**config.mk**
```make
export PLATFORM = sky130hd
export DESIGN_NAME = mem_arbiter
export DESIGN_NICKNAME = d
export VERILOG_FILES = /design/src/rtl/mem_arbiter.sv
export SDC_FILE = /design/constraint.sdc
export NUM_CORES = 1
export LEC_CHECK = 0
export BUFFER_PORTS_ARGS = -buffer_cell sky130_fd_sc_hd__buf_2
export CORE_MARGIN = 2
export CORE_UTILIZATION = 30
export DETAILED_ROUTE_END_ITERATION = 8
export PLACE_DENSITY = 0.5
export SLEW_MARGIN = 20
export SYNTH_ARGS = -nofsm -noshare
export SYNTH_HDL_FRONTEND = slang
export SYNTH_SLANG_ARGS = --single-unit
```
**constraint.sdc**
```tcl
create_clock -name CLK -period 3.85 [get_ports CLK]
set_clock_uncertainty 0.2 [all_clocks]
set_input_delay 0.1925 -clock CLK [delete_from_list [all_inputs] [get_ports CLK]]
set_output_delay 0.1925 -clock CLK [all_outputs]
set_load 0.005 [all_outputs]
```
**src/rtl/mem_arbiter.sv**
```systemverilog
// Arbitrates one MMU memory port between inst reads, data reads and data writes.
// Optional response watchdog enabled by defining MEMARB_TIMEOUT_EN.
module mem_arbiter #(
   parameter int STARVE_LIMIT   = 4,
   parameter int TIMEOUT_CYCLES = 255
) (
   input  logic        CLK,
   input  logic        RST,
   input  logic        I_RDEN,
   input  logic [31:0] I_RADDR,
   output logic        I_RVALID,
   output logic [31:0] I_ROADDR,
   output logic [31:0] I_RDATA,
   input  logic        D_RDEN,
   input  logic [31:0] D_RADDR,
   output logic        D_RVALID,
   output logic [31:0] D_ROADDR,
   output logic [31:0] D_RDATA,
   input  logic        D_WREN,
   input  logic [31:0] D_WADDR,
   input  logic [3:0]  D_WSTRB,
   input  logic [31:0] D_WDATA,
   output logic        D_WDONE,
   output logic        MEM_WAIT,
   output logic        M_REQ,
   output logic        M_WE,
   output logic [31:0] M_ADDR,
   output logic [3:0]  M_STRB,
   output logic [31:0] M_WDATA,
   input  logic        M_GNT,
   input  logic        M_RVALID,
   input  logic [31:0] M_RDATA,
   output logic        TIMEOUT_ERR
);

   typedef enum logic [1:0] {IDLE = 2'd0, REQ = 2'd1, RESP = 2'd2} state_t;
   typedef enum logic [1:0] {OWN_NONE = 2'd0, OWN_I = 2'd1, OWN_D = 2'd2, OWN_W = 2'd3} owner_t;

   localparam logic [7:0] LIMIT = 8'(STARVE_LIMIT);

   state_t      state;
   state_t      state_nxt;
   owner_t      owner;
   owner_t      owner_nxt;
   owner_t      winner;
   logic [7:0]  starve_cnt;
   logic        resp_timeout;
   logic        resp_end;
   logic [31:0] rdata_sel;

   logic        m_req_nxt;
   logic        m_we_nxt;
   logic [31:0] m_addr_nxt;
   logic [3:0]  m_strb_nxt;
   logic [31:0] m_wdata_nxt;
   logic        i_rvalid_nxt;
   logic [31:0] i_roaddr_nxt;
   logic [31:0] i_rdata_nxt;
   logic        d_rvalid_nxt;
   logic [31:0] d_roaddr_nxt;
   logic [31:0] d_rdata_nxt;
   logic        d_wdone_nxt;

`ifdef MEMARB_TIMEOUT_EN
   localparam logic [7:0] TO_LAST = 8'(TIMEOUT_CYCLES - 1);
   logic [7:0] wdog;

   assign resp_timeout = (state == RESP) && !M_RVALID && (wdog == TO_LAST);

   // Watchdog counts consecutive RESP cycles; any other state clears it
   always_ff @(posedge CLK or negedge RST) begin
      if (!RST) begin
         wdog        <= 8'd0;
         TIMEOUT_ERR <= 1'b0;
      end else begin
         if (state == RESP) begin
            wdog <= wdog + 8'd1;
         end else begin
            wdog <= 8'd0;
         end
         TIMEOUT_ERR <= resp_timeout;
      end
   end
`else
   logic [7:0] unused_timeout;

   assign unused_timeout = 8'(TIMEOUT_CYCLES);
   assign resp_timeout   = 1'b0;
   assign TIMEOUT_ERR    = 1'b0;
`endif

   assign resp_end  = M_RVALID || resp_timeout;
   assign rdata_sel = M_RVALID ? M_RDATA : 32'h0000_0000;

   assign MEM_WAIT = (state != IDLE) ||
                     (I_RDEN && D_RDEN) || (I_RDEN && D_WREN) || (D_RDEN && D_WREN);

   // Fixed priority pick, overridden once fetch has been starved long enough
   always_comb begin
      winner = OWN_NONE;
      if (I_RDEN && (starve_cnt == LIMIT)) begin
         winner = OWN_I;
      end else if (D_WREN) begin
         winner = OWN_W;
      end else if (D_RDEN) begin
         winner = OWN_D;
      end else if (I_RDEN) begin
         winner = OWN_I;
      end else begin
         winner = OWN_NONE;
      end
   end

   // State register
   always_ff @(posedge CLK or negedge RST) begin
      if (!RST) begin
         state <= IDLE;
      end else begin
         state <= state_nxt;
      end
   end

   // Next-state logic
   always_comb begin
      state_nxt = state;
      case (state)
         IDLE: begin
            if (winner != OWN_NONE) begin
               state_nxt = REQ;
            end else begin
               state_nxt = IDLE;
            end
         end
         REQ: begin
            if (M_GNT) begin
               state_nxt = (owner == OWN_W) ? IDLE : RESP;
            end else begin
               state_nxt = REQ;
            end
         end
         RESP: begin
            if (resp_end) begin
               state_nxt = IDLE;
            end else begin
               state_nxt = RESP;
            end
         end
         default: state_nxt = IDLE;
      endcase
   end

   // Output logic: next values for every registered output
   always_comb begin
      owner_nxt    = owner;
      m_req_nxt    = M_REQ;
      m_we_nxt     = M_WE;
      m_addr_nxt   = M_ADDR;
      m_strb_nxt   = M_STRB;
      m_wdata_nxt  = M_WDATA;
      i_rvalid_nxt = 1'b0;
      i_roaddr_nxt = I_ROADDR;
      i_rdata_nxt  = I_RDATA;
      d_rvalid_nxt = 1'b0;
      d_roaddr_nxt = D_ROADDR;
      d_rdata_nxt  = D_RDATA;
      d_wdone_nxt  = 1'b0;
      case (state)
         IDLE: begin
            if (winner != OWN_NONE) begin
               owner_nxt = winner;
               m_req_nxt = 1'b1;
               case (winner)
                  OWN_W: begin
                     m_we_nxt    = 1'b1;
                     m_addr_nxt  = D_WADDR;
                     m_strb_nxt  = D_WSTRB;
                     m_wdata_nxt = D_WDATA;
                  end
                  OWN_D: begin
                     m_we_nxt    = 1'b0;
                     m_addr_nxt  = D_RADDR;
                     m_strb_nxt  = 4'hF;
                     m_wdata_nxt = 32'h0000_0000;
                  end
                  OWN_I: begin
                     m_we_nxt    = 1'b0;
                     m_addr_nxt  = I_RADDR;
                     m_strb_nxt  = 4'hF;
                     m_wdata_nxt = 32'h0000_0000;
                  end
                  default: m_req_nxt = 1'b0;
               endcase
            end else begin
               m_req_nxt = 1'b0;
            end
         end
         REQ: begin
            if (M_GNT) begin
               m_req_nxt   = 1'b0;
               d_wdone_nxt = (owner == OWN_W);
            end else begin
               m_req_nxt = 1'b1;
            end
         end
         RESP: begin
            // A timed-out response is reported to the owner with zero data
            if (resp_end) begin
               if (owner == OWN_I) begin
                  i_rvalid_nxt = 1'b1;
                  i_roaddr_nxt = M_ADDR;
                  i_rdata_nxt  = rdata_sel;
               end else if (owner == OWN_D) begin
                  d_rvalid_nxt = 1'b1;
                  d_roaddr_nxt = M_ADDR;
                  d_rdata_nxt  = rdata_sel;
               end else begin
                  d_rvalid_nxt = 1'b0;
               end
            end else begin
               m_req_nxt = 1'b0;
            end
         end
         default: m_req_nxt = 1'b0;
      endcase
   end

   // Registered outputs and latched transaction context
   always_ff @(posedge CLK or negedge RST) begin
      if (!RST) begin
         owner    <= OWN_NONE;
         M_REQ    <= 1'b0;
         M_WE     <= 1'b0;
         M_ADDR   <= 32'h0000_0000;
         M_STRB   <= 4'h0;
         M_WDATA  <= 32'h0000_0000;
         I_RVALID <= 1'b0;
         I_ROADDR <= 32'h0000_0000;
         I_RDATA  <= 32'h0000_0000;
         D_RVALID <= 1'b0;
         D_ROADDR <= 32'h0000_0000;
         D_RDATA  <= 32'h0000_0000;
         D_WDONE  <= 1'b0;
      end else begin
         owner    <= owner_nxt;
         M_REQ    <= m_req_nxt;
         M_WE     <= m_we_nxt;
         M_ADDR   <= m_addr_nxt;
         M_STRB   <= m_strb_nxt;
         M_WDATA  <= m_wdata_nxt;
         I_RVALID <= i_rvalid_nxt;
         I_ROADDR <= i_roaddr_nxt;
         I_RDATA  <= i_rdata_nxt;
         D_RVALID <= d_rvalid_nxt;
         D_ROADDR <= d_roaddr_nxt;
         D_RDATA  <= d_rdata_nxt;
         D_WDONE  <= d_wdone_nxt;
      end
   end

   // Starve counter: data wins while fetch waits, saturating at the limit
   always_ff @(posedge CLK or negedge RST) begin
      if (!RST) begin
         starve_cnt <= 8'd0;
      end else if (!I_RDEN) begin
         starve_cnt <= 8'd0;
      end else if ((state == IDLE) && (winner == OWN_I)) begin
         starve_cnt <= 8'd0;
      end else if ((state == IDLE) && ((winner == OWN_D) || (winner == OWN_W)) &&
                   (starve_cnt < LIMIT)) begin
         starve_cnt <= starve_cnt + 8'd1;
      end else begin
         starve_cnt <= starve_cnt;
      end
   end

endmodule

```
After elaboration in Yosys (flattened, before gate mapping)
Index checks and enable logic that the tools add are counted.

operators by class
  add/sub/neg operators = 1
  order comparisons = 1
  equal/unequal tests = 11
  muxes and demuxes = 30
  bitwise operators = 1
  reduce and logical (&&, ||, !) cells = 23

operators with widths
  kind                                                                          count
  32-bit one-hot mux with 3 select lines                                        1
  32-bit one-hot mux with 2 select lines                                        1
  8-bit 2-to-1 mux                                                              3
  1-bit 2-to-1 mux                                                              15
  2-bit 2-to-1 mux                                                              6
  2-bit equality test, second input constant                                    5
  3-bit AND reduction                                                           3
  8-bit by 1-bit adder with 8-bit output, second input constant                 1
  8-bit by 3-bit equality test with 1-bit output, second input constant         1
  8-bit by 3-bit less-than comparator with 1-bit output, second input constant  1
  4-bit one-hot mux with 2 select lines                                         1
  1-bit logical AND                                                             7
  2-bit by 1-bit equality test with 1-bit output, second input constant         3
  2-bit one-hot mux with 3 select lines                                         1
  2-bit nonzero test                                                            3
  1-bit logical OR                                                              4
  4-bit AND reduction                                                           1
  3-bit by 1-bit != test with 1-bit output, second input constant               1
  1-bit one-hot mux with 3 select lines                                         1
  3-bit nonzero test                                                            1
  3-bit OR reduction                                                            1
  2-bit logical NOT                                                             1
  2-bit != test, second input constant                                          1
  1-bit one-hot mux with 2 select lines                                         1
  3 further kinds                                                               3

storage, ports and cells
  bits in registers = 213
  input bits = 171
  word-level logic and storage cells = 82

Depth between registers and ports, before layout
Gate-level depths: netlist of the first run.

  depth after elaboration = 11
  gate-level depth with buffers = 12
  depth with buffers taken out = 9

Least setup slack after synthesis of the first run
OpenSTA, ideal clock, no wires.

  path type = register to register
  start point = register starve_cnt[4]
  end point = register M_ADDR[10]
  arrival = 2.650 ns
  setup slack = 0.936 ns
  cell stages (with the launch flop) = 10
  buffers on the path = 2
  period minus slack after synthesis = 2.914 ns
  cell sequence = dfrtp_1 > or4_4 > or3_4 > and2_1 > ha_1 > clkbuf_1 > clkbuf_1 > nor2_1 > a211oi_1 > a21o_1

between the ends
  cells in the longest elaborated chain, start to end = 6

RTL lines
  item                                                                                          RTL line  source
  start: declaration                                                                            46        logic [7:0] starve_cnt;
  start signal: assignment                                                                      270       starve_cnt <= starve_cnt + 8'd1;
  start signal: assignment                                                                      272       starve_cnt <= starve_cnt;
  8-bit by 3-bit equality test with 1-bit output *                                              101       if (I_RDEN && (starve_cnt == LIMIT)) begin
  1-bit logical AND *                                                                           101
  2-bit 2-to-1 mux *                                                                            101
  2-bit by 1-bit equality test with 1-bit output / 2-bit equality test (equally long branches)  172       case (winner)
  3-bit nonzero test (no source line)                                                           -
  3-bit AND reduction (no source line)                                                          -
  end signal: assignment                                                                        247       M_ADDR <= m_addr_nxt;
  end: declaration                                                                              27        output logic [31:0] M_ADDR,

Every way passes the cells marked *; elsewhere a longest branch is shown, timed or not.
A chain may end at the register's enable or synchronous reset.

Final worst setup path of the first run
  start point = register starve_cnt[4]
  end point = register M_ADDR[4]

The elaborated chain is that of the path after synthesis.

==> results.md, run 1 <==
* Worst-path clk slew at 0.06 ns
* Commonest cells post-synth: dfrtp_1 (213), nand2_1 (76), mux2_1 (49), mux2_4 (49), nor2_1 (34)
* Status: finished, violations left
* Synth Register Bits at between 200 and 250
* Clk Latency, worst-skew pair at 0.52 ns
* Vias in the first global route at 7159
* Yosys warning total at 0
* Die H at 179 um
* Initial Util at 0.302
* Drt drc at 0
* Top-count cell post-synth: dfrtp_1
* Die W at 179 um
* Synth cell types at 42
* Core outline area at about 30000 um2
* Starting DRT DRC Count at 233
* Largest net degree at the start of global routing at 105
* GPL Wtd Cong at roughly 0.76
* Area of the multi-input gates at 3470 um2
* DR vias/cell at about 4.5
* WHS at -0.00661 ns
* Slew Viols, Final at 0
* Reg area at 5330 um2
* Fin area at about 14000 um2
* RSZ-0062 raised after global routing: false
* Synthesis-to-layout area growth at 47.6%
* CTS H-tree depth at 1
* CP endpoint kind: flop
* Dominant cell type by area after synthesis: dfrtp_1
* First-pass GRT wire length at between 30 and 40 mm
* Hpwl dp at between 15 and 20 mm
* Post-route ant nets at 0
* Cells after synthesis at 690
* Drt pass-1 iters at 4
* Post-synthesis sequential area ratio at 0.581
* WS Path Type: flop to flop
* Post-route setup TNS at 0 ns
* Worst EP arrival at 3.94 ns
* Vias at 7216
* Mapped Area at between 9000 and 10000 um2
* Final Hold Fails at 3
* Register-to-Register Path Depth at 8
* Post-synth EDFFs at 0
* Post-synth top area share at 0.581
* PD cells at 714 nW/um2
* TritonCTS clock tree: built
* Wire length per cell at 17.1 um
* CP max FO at 75
* Max cap viols at 0
* Post_cts resized at 0
* Min Tclk post-route at around 3.7 ns
* Post-Route WL at between 20 and 30 mm
* CTS Buf Count at 25
* Count of final setup violators at 0
* Final #Nets at 1362
* Avg Inst Size Synth at roughly 13 um2
* CP startpoint kind: flop
* Failing checks: negative hold slack
* Fill cells at 2862
* CTS root buf: clkbuf_16
* Area contributors post-synth: dfrtp_1 (58%), mux2_4 (8.0%), mux2_1 (6.0%), mux2_2 (3.7%), nand2_1 (3.1%)
* Max IR drop VDD at 0.296 mV
* Max Buffers Root-to-Sink at 3
* FP Rows at 64
* Die Footprint at 32000 um2
* Ys flop type: dfrtp_1
* LEAKAGE at a little over 7 nW
* GRT Resource Usage Total at 0.157
* Fmax at 0.272 GHz
* Initial antenna violation count at 1
* Worst hold path class: input pin to async pin
* Post-synthesis net count at 867
* Final global-route overflow total at 0
* Share of cells above drive strength 1 at 0.432
* CTS Sinks at 213
* Slew at the pin closest to its max-slew limit at 0.812 ns
* Port bufs at 372
* Synth async-reset ratio at 1.00
* DP Area at 11300 um2
* Critical path data required time at 4.12 ns
* Postcts setup bufs at 0
* FF-to-FF Start: starve_cnt[4]$_DFFE_PN0P_
* Relative slew slack at 0.459
* Final period util at 0.953
* Ports at ~370
* Worst Setup SP: starve_cnt[4]$_DFFE_PN0P_
[kinds of logic (layout without fill, tap and decap cells)]
logic type                 after synthesis  after routing  synth area share
muxes                                  130            130             0.179
AOI/OAI and AO/OA                      112            112            0.0900
DFF                                    213            213             0.581
other                                    1              2          0.000409
adders and majority gates                6              6           0.00818
buffers and inverters                   58            568            0.0456
and+or+nand+nor                        170            171            0.0955
[sequential cells by signal, indices dropped and copies added, names as in the netlist]
register    flops
D_RDATA        32
D_ROADDR       32
I_RDATA        32
I_ROADDR       32
M_ADDR         32
M_WDATA        32
starve_cnt      8
M_STRB          4
owner           2
state           2
D_RVALID        1
D_WDONE         1
I_RVALID        1
M_REQ           1
M_WE            1
[final timing paths]
kind	to	slack (ns)
max in group asynchronous	M_WDATA[5]$_DFFE_PN0P_	2.63
worst max register to register	M_ADDR[4]$_DFFE_PN0P_	0.18
worst min register to register	M_WDATA[1]$_DFFE_PN0P_	0.26
worst min-delay path	I_ROADDR[3]$_DFFE_PN0P_	-0.007
worst max-delay path	M_ADDR[4]$_DFFE_PN0P_	0.18
min in group CLK	M_ADDR[25]$_DFFE_PN0P_	0.02
[critical path, stage by stage (launching register included)]
cell,delay (ns)
dfrtp_1,0.37
or4_4,0.56
or3_4,0.40
and2_1,0.19
ha_4,0.73
nor2_1,0.11
a211oi_1,0.27
dlygate4sd3_1,0.60
a21o_1,0.08
[report_power, final]
part	leakage, nW	switching (mW)	internal [mW]
clock network	0.417	0.950	1.53
registers	2.78	0.646	3.22
logic	4.08	1.49	1.83
total	7.28	3.09	6.58
[cells in the final DEF, fill, tap and decap left out, drive strengths merged, types with 2 or more instances in the layout]
master	instances
a21oi	2
nor2b	2
a21o	32
clkinv	4
nand3	6
or3	3
dfrtp	213
o21ai	7
or2	2
a211oi	33
nor3b	2
mux2i	2
o21bai	3
inv	6
clkbuf	32
nor2	34
buf	386
dlygate4sd3	134
nand2	76
ha	6
and3	6
bufinv	4
clkinvlp	2
a22oi	32
mux2	128
nand3b	33
[timing repair]
| action | 4_1_cts | 5_1_grt |
|---|---|---|
| setup endpoints to repair | 0 | 1 |
| hold buffers | 134 | 0 |
| endpoints found under the hold margin | 358 | 0 |
[layout make-up]
| class | count | area share |
|---|---|---|
| repair buffers | 520 | 0.249 |
| well taps | 396 | 0.0366 |
| multi-input cells | 420 | 0.256 |
| clock buffers | 32 | 0.0511 |
| clock inverters | 11 | 0.0121 |
| diodes | 1 | 0.000185 |
| flip-flops and latches | 213 | 0.394 |
| inverters | 5 | 0.00139 |
[through the flow]
| step | utilization | power (mW) | std cells | hold WS (ns) | worst slack, ns |
|---|---|---|---|---|---|
| final | 0.446 | 9.67 | 1598 | -0.00661 | 0.179 |
| after global routing | 0.446 | 10.3 | 1598 | 0.0284 | 0.00430 |
| after CTS | 0.445 | 9.75 | 1595 | 0.000685 | 0.121 |
| after detailed placement | 0.373 | 6.99 | 1418 | -0.0219 | 0.636 |
| after global placement | 0.373 | 6.94 | 1418 | -0.0258 | 0.701 |
| after floorplan | - | 5.47 | 690 | -0.303 | 0.936 |
[metal layers]
metal / track usage / vias up / wire length (um)
met5: 0 / - / 0
met2: 0.261 / 239 / 13200
met3: 0.0341 / 42 / 1900
li1: - / 3430 / -
met4: 0.0481 / 0 / 715
met1: 0.204 / 3505 / 11500
Note: power is estimated with default switching activity, not from simulation.
==> run 2, diff against run 1 <==
- PLACE_DENSITY: 0.5 -> unset
==> results.md, run 2 (synthesized netlist as in run 1, its figures left out) <==
* FP Rows at 64
* Final period util at 0.920
* Max cap viols at 0
* Slowest-stage cell, CP: dlygate4sd3_1
* Hold EP: owner[1]$_DFFE_PN0P_
* Crit-path most repeated cell: or3_4
* Worst-path clk slew at 0.06 ns
* Register-to-Register Path Depth at 8
* Core outline area at a little over 30000 um2
* Max Buffers Root-to-Sink at 3
* Fill cells at 2813
* Commonest non-fill, non-tap cell in the layout: buf_2
* Family with the most delay on the worst path: simple AND/OR/NAND/NOR gates
* Final #Nets at 1369
* GRT Resource Usage Total at 0.156
* DR vias/cell at ~4.6
* Worst path bufs/invs at 1
* CP startpoint kind: flop
* Port bufs at approximately 370
* Synthesis-to-layout area growth at 47.9%
* Vias at 7414
* Post-Route WL at 26.9 mm
* Initial Util at 0.302
* Slew Viols, Final at 0
* RSZ-0062 raised after global routing: false
* Ports at 374
* Vias in the first global route at 7563
* Wire length per cell at 16.8 um
* Count of final setup violators at 0
* Diodes inserted at 0
* Post-route setup TNS at 0 ns
* CTS H-tree depth at 1
* Die W at 179 um
* HP Start: D_RDEN
* Critical path data required time at around 4 ns
* Final global-route overflow total at 0
* PD cells at 708 nW/um2
* CTS Sinks at 213
* Commonest cells after routing, fill and taps aside: buf_2 (371), dfrtp_1 (213), dlygate4sd3_1 (137)
* Hold path cells at 4
* CP max FO at between 40 and 50
* Final Hold Fails at 0
* Levels on crit path at 8
* CP max stage delay at 0.58 ns
* TritonCTS clock tree: built
* WS Path Type: flop to flop
* Reg-to-reg endpoint: M_ADDR[8]$_DFFE_PN0P_
* Share of cells above drive strength 1 at 0.435
* Drt pass-1 iters at 4
* Die Footprint at about 32000 um2
* Min Tclk post-route at 3.54 ns
* Die H at 179 um
* Relative slew slack at 0.334
* First-pass GRT wire length at 39.9 mm
* Drt drc at 0
* Worst hold path class: input pin to flop
* Hpwl dp at 17.6 mm
* Power, Total at 9.61 mW
* Postcts setup bufs at 0
* Status: complete, no violations
* FF-to-FF Start: starve_cnt[4]$_DFFE_PN0P_
* R2R setup slack at 0.31 ns
* Clk Latency, worst-skew pair at 0.53 ns
* Critical-path cell list: or4_4 -> or3_4 -> and2_1 -> ha_4 -> or3_4 -> a211oi_1 -> dlygate4sd3_1 -> a21o_1
* Post-route ant nets at 0
* Max IR drop VDD at 0.282 mV
* Worst EP arrival at ~3.8 ns
* Initial antenna violation count at 0
* Slew at the pin closest to its max-slew limit at 0.999 ns
* CTS root buf: clkbuf_16
* GPL Wtd Cong at about 0.75
* CTS Buf Count at 25
* Starting DRT DRC Count at 243
* Fmax at 0.282 GHz
* Largest net degree at the start of global routing at 114
* LEAKAGE at 7.31 nW
* CP endpoint kind: flop
-- run 2: worst max-delay path by stage --
stage	from	endpoint	slack (ns)
4_1_cts	starve_cnt[4]$_DFFE_PN0P_	M_ADDR[18]$_DFFE_PN0P_	0.08
3_3_place_gp	starve_cnt[4]$_DFFE_PN0P_	owner[1]$_DFFE_PN0P_	0.51
5_1_grt	starve_cnt[4]$_DFFE_PN0P_	M_ADDR[5]$_DFFE_PN0P_	0.16
3_5_place_dp	starve_cnt[4]$_DFFE_PN0P_	owner[1]$_DFFE_PN0P_	0.48
2_1_floorplan	starve_cnt[4]$_DFFE_PN0P_	M_ADDR[10]$_DFFE_PN0P_	0.94
6_report	starve_cnt[4]$_DFFE_PN0P_	M_ADDR[8]$_DFFE_PN0P_	0.31
-- run 2: timing repair --
| item | in CTS | in global routing |
|---|---|---|
| hold buffers | 137 | 0 |
| endpoints found under the setup margin | 0 | 31 |
| resized for setup | 0 | 1 |
| endpoints found under the hold margin | 255 | 0 |
-- run 2: metal layers --
layer  vias to the layer above  track usage  part of all wire
li1                       3449            -                 -
met5                         -            0                 0
met2                       277        0.271              0.48
met4                         0       0.0532             0.027
met1                      3641        0.191              0.42
met3                        47       0.0333             0.073
-- run 2: through the flow --
| stage | hold slack, ns | setup WS (ns) | cells | area, um2 | util |
|---|---|---|---|---|---|
| finish | 0.00163 | 0.308 | 1605 | 13600 | 0.447 |
| global placement | 0.142 | 0.506 | 1423 | 11300 | 0.374 |
| global route | 0.0281 | 0.161 | 1605 | 13600 | 0.447 |
| CTS | 0.00182 | 0.0841 | 1604 | 13600 | 0.447 |
| floorplan | -0.303 | 0.936 | 690 | 9170 | - |
| detailed placement | 0.133 | 0.481 | 1423 | 11300 | 0.374 |
-- run 2: power breakdown --
part / internal, mW / switching, mW
logic: 1.83 / 1.48
clock network: 1.49 / 0.928
registers: 3.22 / 0.669
-- run 2: tightest hold or removal path, cell delays in order --
cell and delay [ns]:
buf_2 0.10, or2_2 0.13, o31ai_2 0.11, o21ai_1 0.14
-- run 2: layout make-up --
type / instances / area, um2 / share of cell area
clock buffers: 33 / 706 / 0.0520
clock inverters: 11 / 143 / 0.0105
inverters: 5 / 18.8 / 0.00138
multi-input cells: 420 / 3480 / 0.256
flip-flops and latches: 213 / 5330 / 0.393
well taps: 396 / 495 / 0.0365
repair buffers: 527 / 3400 / 0.251
==> run 3, diff against run 2 <==
- CTS_CLUSTER_SIZE: unset -> 28
- PLACE_DENSITY_LB_ADDON: unset -> 0.2
==> results.md, run 3 (synthesized netlist as in run 1, its figures left out) <==
* Worst hold path class: input pin to flop
* CP startpoint kind: flop
* FF-to-FF Start: starve_cnt[4]$_DFFE_PN0P_
* Fill cells at 2884
* Register-to-Register Path Depth at 9
* CTS H-tree depth at 1
* Largest net degree at the start of global routing at between 100 and 150
* Clk Latency, worst-skew pair at between 0.5 and 0.6 ns
* Critical-path cell list: or4_4 -> or3_4 -> and2_1 -> ha_4 -> buf_4 -> nor2_1 -> a211oi_1 -> dlygate4sd3_1 -> a21o_1
* Slew Viols, Final at 0
* Post-route ant nets at 0
* Core outline area at ~30000 um2
* Max Buffers Root-to-Sink at 3
* Hold path cells at 4
* Comb power frac at 0.347
* Min Tclk post-route at 3.54 ns
* FP Rows at 64
* Slowest-stage cell, CP: dlygate4sd3_1
* Die Footprint at 32000 um2
* Sw frac at 0.324
* Max IR drop VDD at ~0.33 mV
* Worst EP arrival at 3.80 ns
* Switching power at 3.10 mW
* Relative slew slack at 0.297
* Critical path data required time at around 4.1 ns
* Synthesis-to-layout area growth at 48.0%
* Share of cells above drive strength 1 at 0.437
* Reg-to-reg endpoint: M_ADDR[30]$_DFFE_PN0P_
* CP max FO at 26
* Wire length per cell at 16.7 um
* Worst path bufs/invs at 2
* Worst-path clk slew at 0.06 ns
* Final global-route overflow total at 0
* Power, Total at 9.54 mW
* DR vias/cell at around 4.5
* Final #Nets at 1371
* First-pass GRT wire length at 40.1 mm
* Starting DRT DRC Count at 231
* Commonest non-fill, non-tap cell in the layout: buf_2
* Diodes inserted at 0
* LEAKAGE at around 7.3 nW
* CP max stage delay at 0.59 ns
* PD cells at between 700 and 800 nW/um2
* Hold EP: M_ADDR[26]$_DFFE_PN0P_
* Post_cts resized at 0
* Drt pass-1 iters at 4
* CTS Buf Count at 27
* WS Path Type: flop to flop
* Drt drc at 0
* RSZ-0062 raised after global routing: false
* Ports at roughly 370
* Die H at 179 um
* Hpwl dp at 18.1 mm
* Vias in the first global route at about 7300
* Initial Util at 0.302
* Internal at 6.45 mW
* Count of final setup violators at 0
* CTS root buf: clkbuf_16
* GRT Resource Usage Total at 0.158
* Initial antenna violation count at 0
* CP endpoint kind: flop
* HP Start: D_RADDR[26]
* Family with the most delay on the worst path: simple AND/OR/NAND/NOR gates
* Slew at the pin closest to its max-slew limit at 1.05 ns
* Fin area at around 14000 um2
* Postcts setup bufs at 0
* Max cap viols at 0
* DP Area at 11400 um2
* TritonCTS clock tree: built
* Vias at 7241
* Sequential Power Share at 0.405
* Status: complete, no violations
* Post-route setup TNS at 0 ns
* Port bufs at 372
* CTS Sinks at around 210
* Fmax at 0.282 GHz
* Final Hold Fails at 0
* Post-Route WL at roughly 27 mm
* GPL Wtd Cong at 0.765
* Final period util at 0.921
* Die W at roughly 180 um
* Worst Setup SP: starve_cnt[4]$_DFFE_PN0P_
* Commonest cells after routing, fill and taps aside: buf_2 (371), dfrtp_1 (213), dlygate4sd3_1 (135)
* R2R setup slack at 0.31 ns
* Clock Power Share at 0.249
run 3: stage by stage:
step	utilization	instances	hold WS (ns)	setup slack, ns
5_1_grt	0.448	1610	0.0290	0.118
3_3_place_gp	0.375	1425	0.0928	0.656
6_report	0.448	1610	0.0161	0.305
2_1_floorplan	-	690	-0.303	0.936
4_1_cts	0.447	1609	0.000647	0.156
3_5_place_dp	0.375	1425	0.0969	0.617
run 3: layout make-up:
type                    instances  area, um2  area share
multi-input cells             420       3470       0.255
clock inverters                12       72.6     0.00534
inverters                       5       18.8     0.00138
repair buffers                527       3420       0.252
well taps                     396        495      0.0365
clock buffers                  37        773      0.0569
flip-flops and latches        213       5330       0.392
run 3: worst max path at each step:
stage | endpoint | slack [ns] | cells past startpoint
2_1_floorplan | M_ADDR[10]$_DFFE_PN0P_ | 0.94 | 9
3_3_place_gp | M_WE$_DFFE_PN0P_ | 0.66 | 8
3_5_place_dp | M_WE$_DFFE_PN0P_ | 0.62 | 8
4_1_cts | M_ADDR[18]$_DFFE_PN0P_ | 0.16 | 8
5_1_grt | M_ADDR[22]$_DFFE_PN0P_ | 0.12 | 9
6_report | M_ADDR[30]$_DFFE_PN0P_ | 0.31 | 9
run 3: repair_timing:
action | in CTS | in global routing
endpoints found under the setup margin | 0 | 4
endpoints found under the hold margin | 244 | 0
hold buffers | 135 | 0
run 3: worst min-delay path, delay by kind of cell:
family | cells | cell delay, ns
AO/OA/AOI/OAI | 3 | 0.42
buffers and inverters | 1 | 0.08
run 3: metal layers:
layer | track usage | part of all wire | up-vias
met5 | 0 | 0 | -
met4 | 0.0451 | 0.026 | 0
met3 | 0.0441 | 0.077 | 44
met2 | 0.267 | 0.48 | 255
met1 | 0.197 | 0.42 | 3504
li1 | - | - | 3438
run 3: power groups by stage:
| stage | sequential (mW) | clock, mW | combinational [mW] |
|---|---|---|---|
| 3_3_place_gp | 3.87 | 0 | 3.08 |
| 6_report | 3.86 | 2.37 | 3.31 |
| 3_5_place_dp | 3.89 | 0 | 3.12 |
| 2_1_floorplan | 3.87 | 0 | 1.60 |
| 4_1_cts | 3.86 | 2.45 | 3.34 |
| 5_1_grt | 4.01 | 2.55 | 3.68 |
